===== src/rtl/uart_tx8_if.sv =====
// uart_tx8_if: parallel load handshake and serial line of the 8N1 transmitter
interface uart_tx8_if;
  logic [7:0] in;
  logic       load;
  logic       tx;
  logic       busy;
  modport master (output in, load, input tx, busy);
  modport slave  (input in, load, output tx, busy);
endinterface


===== src/rtl/uart_tx8.sv =====
// uart_tx8: 8N1 UART transmitter, one frame per accepted load, busy as handshake
module uart_tx8 #(
  parameter int BAUD_DIV = 217
) (
  input  logic       clk,
  input  logic       rst_n,
  uart_tx8_if.slave  bus
);
  localparam int CW = (BAUD_DIV > 2) ? $clog2(BAUD_DIV) : 1;
  typedef enum logic [1:0] {IDLE, START, DATA, STOP} state_t;
  state_t          state, state_n;
  logic [CW-1:0]   cnt, cnt_n;
  logic [2:0]      idx, idx_n;
  logic [7:0]      sh, sh_n;
  logic            tx_r, busy_r, term;
  assign term = cnt == CW'(BAUD_DIV - 1);
  always_comb begin
    state_n = state;
    cnt_n   = term ? '0 : cnt + 1'b1;
    idx_n   = idx;
    sh_n    = sh;
    unique case (state)
      IDLE: begin
        cnt_n = '0;
        if (bus.load) begin
          state_n = START;
          sh_n    = bus.in;
        end
      end
      START: if (term) begin
        state_n = DATA;
        idx_n   = 3'd0;
      end
      DATA: if (term) begin
        if (idx == 3'd7) state_n = STOP;
        else begin
          idx_n = idx + 3'd1;
          sh_n  = sh >> 1;
        end
      end
      STOP: if (term) state_n = IDLE;
      default: state_n = IDLE;
    endcase
  end
  // tx/busy are registered from the next state so the line changes on the same edge as the state
  always_ff @(posedge clk) begin
    if (!rst_n) begin
      state  <= IDLE;
      cnt    <= '0;
      idx    <= 3'd0;
      sh     <= 8'd0;
      tx_r   <= 1'b1;
      busy_r <= 1'b0;
    end else begin
      state  <= state_n;
      cnt    <= cnt_n;
      idx    <= idx_n;
      sh     <= sh_n;
      tx_r   <= (state_n == START) ? 1'b0 : (state_n == DATA) ? sh_n[0] : 1'b1;
      busy_r <= state_n != IDLE;
    end
  end
  assign bus.tx   = tx_r;
  assign bus.busy = busy_r;
endmodule

===== src/flat_wrapper.sv =====
// flat-port wrapper written by rule: the top's interface ports become plain ports
module uart_tx8_flat 
#(
  parameter int BAUD_DIV = 217
)
  (clk, rst_n, bus_in, bus_load, bus_tx, bus_busy);
  uart_tx8_if bus_i ();
  input  logic clk;
  input  logic rst_n;
  input wire logic [$bits(bus_i.in)-1:0] bus_in;
  input wire logic [$bits(bus_i.load)-1:0] bus_load;
  output wire logic [$bits(bus_i.tx)-1:0] bus_tx;
  output wire logic [$bits(bus_i.busy)-1:0] bus_busy;
  assign bus_i.in = bus_in;
  assign bus_i.load = bus_load;
  assign bus_tx = bus_i.tx;
  assign bus_busy = bus_i.busy;
  uart_tx8 #(.BAUD_DIV(BAUD_DIV)) u_core (.clk(clk), .rst_n(rst_n), .bus(bus_i));
endmodule

===== config.mk =====
export PLATFORM = sky130hd
export DESIGN_NAME = uart_tx8_flat
export DESIGN_NICKNAME = d
export VERILOG_FILES = /design/src/rtl/uart_tx8_if.sv /design/src/rtl/uart_tx8.sv /design/src/flat_wrapper.sv
export SDC_FILE = /design/constraint.sdc
export NUM_CORES = 1
export LEC_CHECK = 0
export ABC_AREA = 1
export CAP_MARGIN = 30
export CORE_AREA = 3 3 53 55
export CTS_BUF_LIST = sky130_fd_sc_hd__clkbuf_16
export DETAILED_ROUTE_END_ITERATION = 16
export DIE_AREA = 0 0 56 58
export GPL_TIMING_DRIVEN = 0
export PLACE_DENSITY_LB_ADDON = 0.05
export SYNTH_ARGS = -nofsm -noshare
export SYNTH_HDL_FRONTEND = slang
export SYNTH_SLANG_ARGS = --single-unit

===== constraint.sdc =====
create_clock -name clk -period 1.3 [get_ports clk]
set_input_delay 0.13 -clock clk [delete_from_list [all_inputs] [get_ports clk]]
set_output_delay 0.13 -clock clk [all_outputs]
set_load 0.02 [all_outputs]

==> summary.txt <==
Logic synthesis
  • Area leader, netlist: dfxtp_1
  • Sequential fraction of the synthesis area: 40.44%
  • Unique masters post-synth: 24
  • Post-synthesis xor/xnor area fraction: 0.7692%
  • Top cell type's share of synthesized area: 40.44%
  • Simple-gate portion of the synthesized area: 40.55%
  • Multiplexer share of the synthesized area: 0%
  • Compound-Gate Fraction of Synth Area: 6.923%
  • Top cells by count, synth: 27 x nand2_1, 24 x nand3_1, 23 x dfxtp_1
  • Largest family of logic cells by synthesized area: simple AND/OR/NAND/NOR gates
  • Largest cells by area after synthesis: dfxtp_1 40%, nand3_1 11%, nand2_1 8.9%
  • Top-count cell post-synth: nand2_1
  • Synth warnings: 0
  • Syn_nets: 171
  • Post-Synth Adder-Cell Area: 4.396%
  • Cell count after synthesis: 156
  • Netlist area before placement: 1139 um2
  • Post-synth EDFFs: 0
  • Fraction of registers with async set or reset after synthesis: 0%
  • Flops & latches, synth: 23
  • Mapped Avg Cell Area: 7.299 um2
  • Prevailing post-synth register cell: dfxtp_1

Route
  • Vias per cell: 5.077
  • Routed via count: 1051
  • Routed Antenna Nets: 0
  • Routed length per instance: 11.31 um
  • Detailed Route WL: 2.341 mm
  • Residual DRC: 0
  • DR iter-0 viols: 22
  • Drt first pass iters: 4

Pwr
  • Maximum vdd ir drop: 0.7839 mV
  • Int Power: 1.224 mW
  • Net switching power: 0.3582 mW
  • Reg power frac: 47.4%
  • Combinational Power Share: 10.7%
  • Pwr Density: 1035 nW/um2
  • Switching Share: 22.65%
  • Clk pwr share: 41.9%
  • Pleak: 0.6964 nW

Place
  • Port bufs: 11
  • Final HPWL DP: 1.622 mm
  • DP Area: 1291 um2
  • Gpl congestion: 0.7316
  • Place WS: -0.2232 ns

Timing
  • Worst-Margin Slew: 0.4495 ns
  • Final slew viol count: 0
  • RSZ-0062 raised after global routing: yes
  • Clock Skews: 0.004237 ns
  • Count of final hold-check violations: 0
  • Fmax: 759.1 MHz
  • Fin worst setup slack: -0.01732 ns
  • Setup violations, final: 3
  • Clock period minus worst slack: 1.317 ns
  • Fin crit share: 101.3%
  • Worst slew margin: 70.03%

CTS
  • TritonCTS Buffers: 3
  • Clock Tree Root: clkbuf_16
  • Max Root-Sink Buffers: 2
  • Worst-Skew Late Latency: 0.25 ns
  • CTS tree: yes
  • Clock slew at the register clock pins of the worst setup and hold paths: 0.06 ns
  • Clock Sink Count: 23
  • H-tree depth: 1

Job
  • Max Cap Violations: 0

Status
  • Status: complete, but fails checks
  • Failing checks: negative setup slack

Layout
  • Fin nets: 193
  • Share of cells above drive strength 1: 28.81%
  • ANT cells: 0
  • Area delta synth->final: 34.29%
  • Final instance area: 1529 um2

Floorplan
  • Ports: 13
  • Rows: 18
  • Starting Density: 46.81%
  • Core area: 2432 um2
  • Die area: 3248 um2
  • Die Span Y: 58 um
  • Die width: 56 um

Worst setup path
  • WP data required: 1.45 ns
  • R2R Path End: u_core.bus.busy
  • Startpoint Class: flip-flop
  • Crit Path Max Fanout: 4
  • R2r setup slk: -0.02 ns
  • RR Startpoint: u_core.cnt[1]
  • Crit Path Category: flip-flop to flip-flop
  • Reg2Reg Depth: 10
  • Arr. time, crit path: 1.47 ns
  • Setup crit end kind: flip-flop

Global routing
  • Global Route Usage Sum: 16.22%
  • Largest net degree at the start of global routing: 14
  • Global-route wire length before repair: 4.264 mm
  • Initial antenna violation count: 0
  • Number of global-route vias before repair: 1050
  • GR Overflow Total: 0

Hold path
  • Hold wc startpoint: bus_load
  • Hold path cells: 3
  • WHS Endpoint: u_core.sh[7]
  • Hold Crit Class: input pin to flip-flop
==> power by group through the flow <==
stage,registers (mW),clock network (mW),logic [mW]
after floorplan,0.764,0,0.0822
after global placement,0.760,0,0.142
after detailed placement,0.760,0,0.145
after CTS,0.748,0.680,0.169
after global routing,0.752,0.703,0.190
final,0.749,0.663,0.170
==> metal layers <==
layer  track usage [%]  vias up  wire length [um]
met1             18.02      491              1038
met3             2.895        2                64
li1                  -      547                 -
met5                 0        -                 0
met4             5.424        0                19
met2             31.05       11              1218
==> worst max-delay path, cell delays in order, from the launching register on <==
cell	delay [ns]
dfxtp_2	0.32
inv_2	0.07
ha_4	0.15
nand2_2	0.06
nor2_4	0.11
nand3_1	0.08
nand2_1	0.07
nand2_1	0.07
buf_4	0.15
nand2_1	0.08
nand2_1	0.05
==> timing repair <==
action | 4_1_cts | 5_1_grt
gates resized for setup | 31 | 4
endpoints found under the setup margin | 23 | 18
pin swaps | 13 | 6
hold buffers | 0 | 0
buffers inserted | 4 | 2
==> layout make-up <==
type | count | area, um2
Buffer | 2 | 7.507
Clock buffer | 3 | 75.07
Clock inverter | 1 | 5.005
Fill cell | 221 | 903.4
Inverter | 19 | 76.32
Multi-Input combinational cell | 112 | 695.7
Sequential cell | 23 | 467.9
Tap cell | 30 | 37.54
Timing Repair Buffer | 17 | 163.9
==> registers in the layout (all words and copies together) (netlist names) <==
register / count
u_core.bus.busy: 1
u_core.bus.tx: 1
u_core.cnt: 8
u_core.idx: 3
u_core.sh: 8
u_core.state: 2
==> cells by family after synthesis <==
kind of cell / after synthesis
buf+inv: 21
simple gates: 92
xor+xnor: 1
fa+ha+maj: 4
compound gates: 15
flops: 23
==> metrics by stage <==
stage | total power, mW | util, % | TNS (ns) | std cells | hold WS [ns]
4_1_cts | 1.597 | 61.78 | -0.1634 | 205 | 0.3117
6_report | 1.582 | 62.86 | -0.02782 | 207 | 0.3184
5_1_grt | 1.645 | 62.86 | -1.411 | 207 | 0.3828
3_5_place_dp | 0.9054 | 53.09 | -2.224 | 197 | 0.4524
3_3_place_gp | 0.9016 | 53.09 | -1.628 | 197 | 0.4437
2_1_floorplan | 0.8463 | - | -0.06156 | 156 | 0.2461
==> cell usage in the layout (no fill, tap or decap), types with 6 or more instances in the layout <==
master / instances
nand2_2: 7
nand2_1: 23
inv_1: 14
dfxtp_1: 17
a21oi_1: 6
a21oi_2: 6
clkdlybuf4s50_1: 9
dfxtp_2: 6
nand3_1: 23
nor2_1: 21
==> worst max path at each step <==
| stage | start | endpoint | cells after the start | slack [ns] |
|---|---|---|---|---|
| global route | u_core.cnt[0] | u_core.bus.busy | 10 | -0.12 |
| CTS | u_core.idx[0] | u_core.sh[3] | 8 | -0.03 |
| floorplan | u_core.idx[0] | u_core.sh[1] | 8 | -0.01 |
| finish | u_core.cnt[1] | u_core.bus.busy | 10 | -0.02 |
| detailed placement | rst_n | u_core.cnt[7] | 6 | -0.22 |
| global placement | rst_n | u_core.cnt[7] | 6 | -0.17 |
Note: power is estimated with default switching activity, not from simulation.
